==> config.mk <==
export PLATFORM = sky130hd
export DESIGN_NAME = pipe_exec_controller
export DESIGN_NICKNAME = d
export VERILOG_FILES = /design/src/rtl/pipe_dbg_pkg.sv /design/src/rtl/dump_serializer.sv /design/src/rtl/pipe_exec_controller.sv
export SDC_FILE = /design/constraint.sdc
export NUM_CORES = 1
export LEC_CHECK = 0
export CAP_MARGIN = 20
export CORE_MARGIN = 2
export CORE_UTILIZATION = 56
export CTS_CLUSTER_DIAMETER = 60
export DETAILED_ROUTE_END_ITERATION = 7
export PLACE_DENSITY = 0.84
export SLEW_MARGIN = 40
export SYNTH_ARGS = -nofsm -noshare
export SYNTH_HDL_FRONTEND = slang
export SYNTH_HIERARCHICAL = 1
export SYNTH_SLANG_ARGS = --single-unit
==> constraint.sdc <==
create_clock -name clock_i -period 5.1 [get_ports clock_i]
set_input_delay 1.02 -clock clock_i [delete_from_list [all_inputs] [get_ports clock_i]]
set_output_delay 1.02 -clock clock_i [all_outputs]
set_load 0.005 [all_outputs]
==> src/rtl/pipe_dbg_pkg.sv <==
// Shared types and constants for the pipeline debug sequencer: FSM states,
// UART command bytes and dump-layout helpers.
package pipe_dbg_pkg;

  typedef enum logic [2:0] {
    IDLE,
    RUN,
    STEP,
    DUMP_ADDR,
    DUMP_LATCH,
    DUMP_SEND,
    DUMP_WAIT,
    FINISHED
  } state_e;

  localparam logic [7:0] CMD_RUN  = 8'h63;
  localparam logic [7:0] CMD_STEP = 8'h73;

  // PC and cycle counter precede the register file and data memory.
  localparam int DUMP_HDR_WORDS = 2;
  localparam int DUMP_WORDS     = DUMP_HDR_WORDS + 32 + 32;

  function automatic int dump_words(input int n_reg, input int n_mem);
    return DUMP_HDR_WORDS + n_reg + n_mem;
  endfunction

  function automatic int max_int(input int a, input int b);
    return (a > b) ? a : b;
  endfunction

endpackage

==> src/rtl/dump_serializer.sv <==
// Splits a latched dump word into bytes (MSB first) and runs the
// tx_start/tx_done handshake one byte at a time.
module dump_serializer
  import pipe_dbg_pkg::*;
#(
  parameter int NB_DATA = 32,
  parameter int N_BITS  = 8
) (
  input  logic              clock_i,
  input  logic              reset_i,
  input  logic              latch_i,
  input  logic [NB_DATA-1:0] word_i,
  input  logic              send_i,
  input  logic              ack_i,
  output logic              tx_start_o,
  output logic [N_BITS-1:0] tx_data_o,
  output logic              last_byte_o
);

  localparam int BYTES   = NB_DATA / N_BITS;
  localparam int NB_BIDX = max_int($clog2(BYTES), 1);
  localparam logic [NB_BIDX-1:0] LAST_BYTE = NB_BIDX'(BYTES - 1);

  logic [NB_DATA-1:0] word_q;
  logic [NB_BIDX-1:0] byte_q;
  logic               tx_start_q;
  logic [N_BITS-1:0]  lane [BYTES];

  genvar gi;
  generate
    for (gi = 0; gi < BYTES; gi++) begin : g_lane
      assign lane[gi] = word_q[NB_DATA-1-gi*N_BITS -: N_BITS];
    end
  endgenerate

  always_ff @(posedge clock_i) begin
    if (reset_i) begin
      word_q     <= '0;
      byte_q     <= '0;
      tx_start_q <= 1'b0;
    end else begin
      tx_start_q <= send_i;
      if (latch_i) begin
        word_q <= word_i;
        byte_q <= '0;
      end else if (ack_i) begin
        byte_q <= (byte_q == LAST_BYTE) ? '0 : byte_q + NB_BIDX'(1);
      end
    end
  end

  // Byte index only moves on tx_done, so the byte stays put while TX is busy.
  assign tx_data_o   = lane[byte_q];
  assign tx_start_o  = tx_start_q;
  assign last_byte_o = (byte_q == LAST_BYTE);

endmodule

==> src/rtl/pipe_exec_controller.sv <==
// Debug sequencer: UART commands run or single-step the pipeline, then the
// PC, cycle count, registers and data memory are dumped over UART TX.
// Optional run watchdog is enabled by defining PIPE_EXEC_WATCHDOG_EN.
module pipe_exec_controller
  import pipe_dbg_pkg::*;
#(
  parameter int NB_DATA         = 32,
  parameter int N_BITS          = 8,
  parameter int NB_REG          = 5,
  parameter int N_REGISTER      = 32,
  parameter int NB_MEM_ADDR     = 7,
  parameter int N_MEM_WORDS     = 32,
  parameter int NB_PC           = 7,
  parameter int WATCHDOG_CYCLES = 1000
) (
  input  logic                   clock_i,
  input  logic                   reset_i,
  input  logic [N_BITS-1:0]      rx_data_i,
  input  logic                   rx_done_i,
  input  logic                   halt_i,
  input  logic [NB_PC-1:0]       pc_i,
  input  logic [NB_DATA-1:0]     reg_data_i,
  input  logic [NB_DATA-1:0]     mem_data_i,
  input  logic                   tx_done_i,
  output logic                   en_pipeline_o,
  output logic [NB_REG-1:0]      reg_addr_o,
  output logic [NB_MEM_ADDR-1:0] mem_addr_o,
  output logic                   tx_start_o,
  output logic [N_BITS-1:0]      tx_data_o,
  output logic                   finished_o,
  output logic                   timeout_o
);

  localparam int N_WORDS = dump_words(N_REGISTER, N_MEM_WORDS);
  localparam int NB_WIDX = max_int(max_int($clog2(N_WORDS), NB_REG), NB_MEM_ADDR);
  localparam logic [NB_WIDX-1:0] LAST_WORD = NB_WIDX'(N_WORDS - 1);
  localparam logic [NB_WIDX-1:0] REG_BASE  = NB_WIDX'(DUMP_HDR_WORDS);
  localparam logic [NB_WIDX-1:0] MEM_BASE  = NB_WIDX'(DUMP_HDR_WORDS + N_REGISTER);

  state_e                 state_q, state_d;
  logic [NB_WIDX-1:0]     widx_q, widx_d;
  logic                   halted_q, halted_d;
  logic                   en_q;
  logic [NB_DATA-1:0]     cycles_q;
  logic [NB_REG-1:0]      reg_addr_q;
  logic [NB_MEM_ADDR-1:0] mem_addr_q;
  logic [NB_DATA-1:0]     dump_word;
  logic                   last_byte;

`ifdef PIPE_EXEC_WATCHDOG_EN
  localparam logic [NB_DATA-1:0] WD_LAST = NB_DATA'(WATCHDOG_CYCLES - 1);
  logic timeout_q, timeout_d;
`endif

  always_comb begin
    state_d  = state_q;
    widx_d   = widx_q;
    halted_d = halted_q;
`ifdef PIPE_EXEC_WATCHDOG_EN
    timeout_d = timeout_q;
`endif
    case (state_q)
      IDLE: begin
        if (rx_done_i && rx_data_i == CMD_RUN)       state_d = RUN;
        else if (rx_done_i && rx_data_i == CMD_STEP) state_d = STEP;
      end
      RUN: begin
        if (halt_i) begin
          state_d  = DUMP_ADDR;
          halted_d = 1'b1;
          widx_d   = '0;
        end
`ifdef PIPE_EXEC_WATCHDOG_EN
        // This is the WATCHDOG_CYCLES-th enabled cycle; stop after it.
        else if (cycles_q >= WD_LAST) begin
          state_d   = DUMP_ADDR;
          halted_d  = 1'b1;
          timeout_d = 1'b1;
          widx_d    = '0;
        end
`endif
      end
      STEP: begin
        state_d  = DUMP_ADDR;
        halted_d = halt_i;
        widx_d   = '0;
      end
      DUMP_ADDR:  state_d = DUMP_LATCH;
      DUMP_LATCH: state_d = DUMP_SEND;
      DUMP_SEND:  state_d = DUMP_WAIT;
      DUMP_WAIT: begin
        if (tx_done_i) begin
          if (!last_byte) begin
            state_d = DUMP_SEND;
          end else if (widx_q == LAST_WORD) begin
            widx_d   = '0;
            halted_d = 1'b0;
            state_d  = halted_q ? FINISHED : IDLE;
          end else begin
            widx_d  = widx_q + NB_WIDX'(1);
            state_d = DUMP_ADDR;
          end
        end
      end
      FINISHED: state_d = FINISHED;
      default:  state_d = IDLE;
    endcase
  end

  // Addresses follow the next word index so they are stable throughout
  // DUMP_ADDR, giving synchronous-read memories a full cycle to respond.
  always_ff @(posedge clock_i) begin
    if (reset_i) begin
      state_q    <= IDLE;
      widx_q     <= '0;
      halted_q   <= 1'b0;
      en_q       <= 1'b0;
      cycles_q   <= '0;
      reg_addr_q <= '0;
      mem_addr_q <= '0;
    end else begin
      state_q  <= state_d;
      widx_q   <= widx_d;
      halted_q <= halted_d;
      en_q     <= (state_d == RUN) || (state_d == STEP);
      if (en_q && cycles_q != '1) cycles_q <= cycles_q + NB_DATA'(1);
      reg_addr_q <= (widx_d >= REG_BASE && widx_d < MEM_BASE) ? NB_REG'(widx_d - REG_BASE) : '0;
      mem_addr_q <= (widx_d >= MEM_BASE) ? NB_MEM_ADDR'(widx_d - MEM_BASE) : '0;
    end
  end

`ifdef PIPE_EXEC_WATCHDOG_EN
  always_ff @(posedge clock_i) begin
    if (reset_i) timeout_q <= 1'b0;
    else         timeout_q <= timeout_d;
  end
  assign timeout_o = timeout_q;
`else
  assign timeout_o = 1'b0;
`endif

  always_comb begin
    dump_word = mem_data_i;
    if (widx_q == '0)                dump_word = NB_DATA'(pc_i);
    else if (widx_q == NB_WIDX'(1))  dump_word = cycles_q;
    else if (widx_q < MEM_BASE)      dump_word = reg_data_i;
  end

  dump_serializer #(
    .NB_DATA (NB_DATA),
    .N_BITS  (N_BITS)
  ) u_ser (
    .clock_i     (clock_i),
    .reset_i     (reset_i),
    .latch_i     (state_q == DUMP_LATCH),
    .word_i      (dump_word),
    .send_i      (state_d == DUMP_SEND),
    .ack_i       (tx_done_i && state_q == DUMP_WAIT),
    .tx_start_o  (tx_start_o),
    .tx_data_o   (tx_data_o),
    .last_byte_o (last_byte)
  );

  assign en_pipeline_o = en_q;
  assign reg_addr_o    = reg_addr_q;
  assign mem_addr_o    = mem_addr_q;
  assign finished_o    = (state_q == FINISHED);

endmodule

==> impl_metrics.toml, run 1 <==
[worst_setup_path]
path_buf_inv = 2
path_max_fanout = 8
cp.arrival_ns = 3.62
worst_setup_path_end_kind = "register"
path_class = "in2reg"
path_common_cell = "a21oi_2"
crit_chain = "clkdlybuf4s50_1 > nand2b_1 > a21oi_2 > o21a_1 > nor2_1 > ha_1 > inv_1 > a221oi_2 > o211ai_1 > a21oi_2 > nor3_1"
slowest_stage = "clkdlybuf4s50_1"
start_kind = "input pin"
max_stage_delay_ns = 0.66
worstPathRequired_ns = 5.32
cp_top_family = "compound AO/OA/AOI/OAI gates"

[floorplan]
dieArea_um2 = 10460
coreArea_um2 = 9328
pin_count = 108
die_w_um = 102.3
start_util_pct = 57.99
die_h_um = 102.3
rows = 35

[grt]
antenna_found_initial = 0
grt-busiest-layer = "met2"
grt-ovfl-total = 0
met3_usage_pct = 4.514
grt_usage_pct = 26.77
grt_pass1_vias = 4674
grt_pass1_wl_mm = 21.98
met2_usage_pct = 45.70
use_met1_pct = 33.25
grt_max_degree = 65

[sta]
holdWs_ns = 0.4943
final.setup.tns_ns = 0
final_hold_viol_count = 0
skew_ns = 0.01292
relSlewSlack_pct = 54.77
rsz0062_at_grt = "false"
setup_ws_ns = 1.703
worst_pin_slew_ns = 0.6748
finalSetupViolations = 0
fin_crit_sh_pct = 66.61
period_needed_ns = 3.397
finalMaxSlewViolations = 0
max_freq_ghz = 0.2944

[finish]
fill_cells = 729
fin_area_um2 = 6613
multiInputGateArea_um2 = 3276
drive_above_1_share_pct = 8.931
ff_latch_area_um2 = 1822
stdcell_count = 812
final_core_util_pct = 70.89
syn_to_final_growth_pct = 22.25
antenna_cells = 0
nets = 769

[placed_design]
hpwl_mm = 10.24
post-place-cells = 796
placed_cell_area_um2 = 6382
post-place-ws_ns = 1.355
gp_congestion = 0.8638
io_buffers = 106

[cts]
clkLatencyLatePin_ns = 0.36
cts_hold_buf = 0
cts_setup_buffers = 0
cts-buffers-inserted = 9
cts_buffer_depth = 2
cts_tree = "done"
clock_sinks = 91
cts-htree-levels = 3
clkTransAtPathRegs_ns = 0.09
ctsRootBufferMaster = "clkbuf_8"
cts-resized-gates = 0

[power]
power_density_nw_per_um2 = 205.7
p_leak_nw = 2.651
ir_drop_uv = 117.0
power_mw = 1.360

[routing]
drc = 0
vias = 4843
wl_mm = 13.94
routed_via_density = 5.964
ant_nets = 0
drt_iter0_drc = 341
firstDrtPassIters = 5
wl_per_cell_um = 17.17

[logic_synthesis]
syn-cell-area_um2 = 5409
synthArstFlopShare_pct = 0
synth-edff-count = 0
ys_seq_area_share_pct = 33.68
synth_top_area_cell = "dfxtp_1"
synth_nets = 688
avgSynthCellArea_um2 = 9.060
synthCells = 597
synthFlopType = "dfxtp_1"
ys_ff_latch = 91
synth_cell_types = 76
synth_area_leaders = "dfxtp_1 (34%), mux2i_1 (12%), nor2_1 (7.2%)"
yosysTopAreaCellShare_pct = 33.68
ys_warn_count = 6

[hold_path]
hold_path.class = "reg2reg"

[run]
maxCapViolCount = 0

[run_status]
status = "completed"
-- report_power, final --
group | leakage (nW) | switching, mW | internal, mW
Clock | 0.110 | 0.257 | 0.292
Combinational | 1.81 | 0.0335 | 0.0653
Sequential | 0.733 | 0.00167 | 0.710
-- placed cells by master (no fill, tap or decap), drive strengths merged, types with 7 or more instances in the layout --
cell type,instances
clkdlybuf4s50,105
nor2,105
dfxtp,91
mux2i,66
nand2,38
a211oi,27
o21ai,22
nor3,21
xor2,20
nand3,17
nand4,15
xnor2,13
a21oi,13
inv,12
clkbuf,11
and3,11
and4,8
mux4,8
ha,7
-- kinds of logic (layout without fill, tap and decap cells) --
family	after synthesis	after routing	synth area share, %
adders and majority gates	7	7	1.619
muxes	74	74	16.10
buffers and inverters	51	137	5.922
xor gates and xnor gates	33	33	5.344
other	1	1	0.06933
AOI/OAI and AO/OA	88	88	13.00
DFF	91	91	33.68
and+or+nand+nor	252	252	24.27
-- worst paths after layout --
kind	startpoint	endpoint	slack (ns)	depth (start not counted)
max	tx_done_i	mem_addr_o[5]	1.70	11
min	u_ser/lane[23]	u_ser/lane[23]	0.49	2
max reg2reg	u_ser/byte_q[1]	mem_addr_o[5]	2.02	10
min reg2reg	u_ser/lane[23]	u_ser/lane[23]	0.49	2
-- worst reg2reg max path, stage by stage (launching register included) --
cell and delay [ns]:
dfxtp_1 0.68, ha_1 0.53, a21oi_1 0.12, o21a_1 0.24, nor2_1 0.23, ha_1 0.25
inv_1 0.06, a221oi_2 0.30, o211ai_1 0.17, a21oi_2 0.28, nor3_1 0.09
-- sequential cells by signal, indices dropped and copies added, names as in the netlist --
register and cells:
u_ser/tx_start_o 1, cycles_q 32, en_pipeline_o 1, state_q 3, widx_q 7, u_ser/byte_q 2, reg_addr_o 5, mem_addr_o 7
halted_q 1, u_ser/lane 32
-- layer usage --
metal	routed length [um]	part of all wire [%]	vias to the layer above
li1	-	-	2302
met4	488	3.5	0
met1	5736	41	2282
met2	6671	48	225
met5	0	0	-
met3	1047	7.5	34
-- cells in the mapped netlist, types with 11 or more instances --
master    count
a211oi_1     15
a211oi_2     12
clkbuf_1     19
dfxtp_1      91
mux2i_1      66
nand2_1      38
nand3_1      16
nand4_1      15
nor2_1      104
nor3_1       18
o21ai_0      11
o21ai_1      11
xnor2_1      13
xor2_1       20
-- final cells by class --
| type | instances | share of cell area, % |
|---|---|---|
| Sequential cell | 91 | 27.55 |
| Clock inverter | 5 | 1.287 |
| Clock buffer | 11 | 2.138 |
| Multi-Input combinational cell | 455 | 49.54 |
| Timing Repair Buffer | 110 | 16.42 |
| Inverter | 11 | 0.6244 |
| Tap cell | 129 | 2.441 |
(Power assumes the default switching activity.)
==> inputs of run 2 (changes only) <==
CORE_UTILIZATION = 47   (was 56)
PLACE_DENSITY = 0.75   (was 0.84)
clock period = 3.1 ns   (was 5.1 ns; I/O delays follow)
==> run 2 against run 1 <==
  * Non-clock buffer count increased by 14
  * Highest routed layer unchanged
  * Critical endpoint is now mem_addr_o[4]
  * Cell area increased by 3.1%
  * Combinational power increased by 70%
  * First-iteration DRC count increased by 0.88%
==> impl_metrics.toml, run 2 (synthesis gave the netlist of run 1 again) <==
[run_status]
status = "completed"

[worst_setup_path]
path_common_cell = "a21oi_2"
startpoint = "halt_i"
cp_top_family = "compound AO/OA/AOI/OAI gates"
path_class = "in2reg"
max_stage_delay_ns = 0.53
endpoint = "mem_addr_o[4]"
worstPathRequired_ns = 3.31
path_max_fanout = 5
r2r-start = "u_ser/byte_q[1]"
worst_setup_path_end_kind = "register"
start_kind = "input pin"
reg2reg_slack_ns = 0.52
slowest_stage = "clkdlybuf4s50_1"
r2r.worst_path.cells = 10
crit_chain = "clkdlybuf4s50_1 > and4bb_2 > a21oi_2 > o21a_1 > nor2_1 > ha_1 > inv_1 > a221oi_2 > o211ai_1 > a21oi_2 > nor3_1"
cp.arrival_ns = 2.92
r2r_end = "mem_addr_o[4]"
worst-path-stages = 11
path_buf_inv = 2

[floorplan]
start_util_pct = 47.78
die_w_um = 111.3
coreArea_um2 = 11320
pin_count = 108
dieArea_um2 = 12380
die_h_um = 111.3
rows = 39

[cts]
ctsRootBufferMaster = "clkbuf_16"
cts-buffers-inserted = 9
clock_sinks = 91
cts_buffer_depth = 2
cts-resized-gates = 0
cts_setup_buffers = 0
cts_tree = "done"
clkTransAtPathRegs_ns = 0.07
cts_hold_buf = 0
clkLatencyLatePin_ns = 0.34
cts-htree-levels = 3

[routing]
ant_nets = 0
vias = 4817
drt_iter0_drc = 344
drc = 0
firstDrtPassIters = 5
wl_per_cell_um = 17.18
wl_mm = 14.43
routed_via_density = 5.735

[sta]
final.setup.tns_ns = 0
finalMaxSlewViolations = 0
final_hold_viol_count = 0
skew_ns = 0.01186
rsz0062_at_grt = "false"
finalSetupViolations = 0
max_freq_ghz = 0.3690
fin_crit_sh_pct = 87.43
period_needed_ns = 2.710
worst_pin_slew_ns = 0.7323
relSlewSlack_pct = 50.73

[placed_design]
hpwl_mm = 10.77
placed_cell_area_um2 = 6530
io_buffers = 106
gp_congestion = 0.9688

[grt]
grt_pass1_vias = 4671
grt_max_degree = 38
grt_usage_pct = 23.11
grt-ovfl-total = 0
grt_pass1_wl_mm = 23.23
antenna_found_initial = 0

[power]
p_sw_mw = 0.5405
power_density_nw_per_um2 = 351.4
p_leak_nw = 2.762
swShare_pct = 22.57
pwr-share-clk_pct = 44.0
p_int_mw = 1.855
p_comb_share_pct = 7.0
ir_drop_uv = 221.6
seq_power_share_pct = 48.9

[finish]
drive_above_1_share_pct = 10.90
final_common_cell = "clkdlybuf4s50_1"
antenna_cells = 0
final_cell_mix = "clkdlybuf4s50_1 (105), nor2_1 (104), dfxtp_1 (91), mux2i_1 (66), nand2_1 (38)"
ff_latch_area_um2 = 1822
fin_area_um2 = 6817
nets = 783
syn_to_final_growth_pct = 26.02
multiInputGateArea_um2 = 3272
fill_cells = 980

[hold_path]
hold_path.class = "reg2reg"
min_from = "u_ser/lane[13]"

[run]
maxCapViolCount = 0
==> run 2: cell types whose count changed in the layout (fill, tap and decap cells not counted), sizes merged <==
| cell | change |
|---|---|
| buf | +14 |
| inv | +2 |
| clkinvlp | -1 |
| bufinv | -2 |
| clkinv | +2 |
| clkbuf | -1 |
==> run 2: worst min-delay path by stage <==
stage                                 to  slack (ns)  cells past startpoint
after floorplan           u_ser/lane[10]        0.45                      2
after global placement    u_ser/lane[13]        0.47                      2
after detailed placement  u_ser/lane[13]        0.48                      2
after CTS                 u_ser/lane[13]        0.49                      2
after global routing      u_ser/lane[13]        0.52                      2
final                     u_ser/lane[13]        0.49                      2
==> run 2: worst min-delay path: stages, from the launching register on <==
cell,delay [ns]
dfxtp_1,0.33
mux2i_1,0.06
nor2_1,0.07
==> run 2: metrics by stage <==
step | cells | utilization, % | setup slack, ns | hold WS, ns | power (mW)
after global routing | 840 | 60.21 | 0.2585 | 0.5204 | 2.468
after CTS | 840 | 60.21 | 0.4334 | 0.4917 | 2.412
after floorplan | 597 | - | 0.6588 | 0.4514 | 1.243
after detailed placement | 824 | 57.68 | 0.08636 | 0.4769 | 1.366
after global placement | 824 | 57.68 | 0.1681 | 0.4685 | 1.364
final | 840 | 60.21 | 0.3897 | 0.4899 | 2.395
==> run 2: metal layers <==
| metal | part of all wire (%) | wire (um) | vias up | GRT usage, % |
|---|---|---|---|---|
| li1 | - | - | 2338 | - |
| met1 | 43 | 6239 | 2270 | 28.88 |
| met2 | 49 | 7058 | 189 | 40.08 |
| met3 | 6.1 | 874 | 20 | 4.647 |
| met4 | 1.8 | 259 | 0 | 7.243 |
| met5 | 0 | 0 | - | 0 |
==> run 2: area by class of cell <==
cell class                 count  area share, %
clock buffer                  10          3.506
clock inverter                 6         0.6975
inverter                      11         0.6057
multi-input combinational    455          48.00
sequential                    91          26.73
tap                          143          2.625
timing repair buffer         124          17.84
==> run 2: power groups by stage <==
stage                     Clock, mW  Combinational, mW  Sequential [mW]
after CTS                      1.07              0.169             1.17
after floorplan                   0             0.0457             1.20
final                          1.06              0.168             1.17
after global routing           1.12              0.180             1.17
after detailed placement          0              0.167             1.20
after global placement            0              0.165             1.20
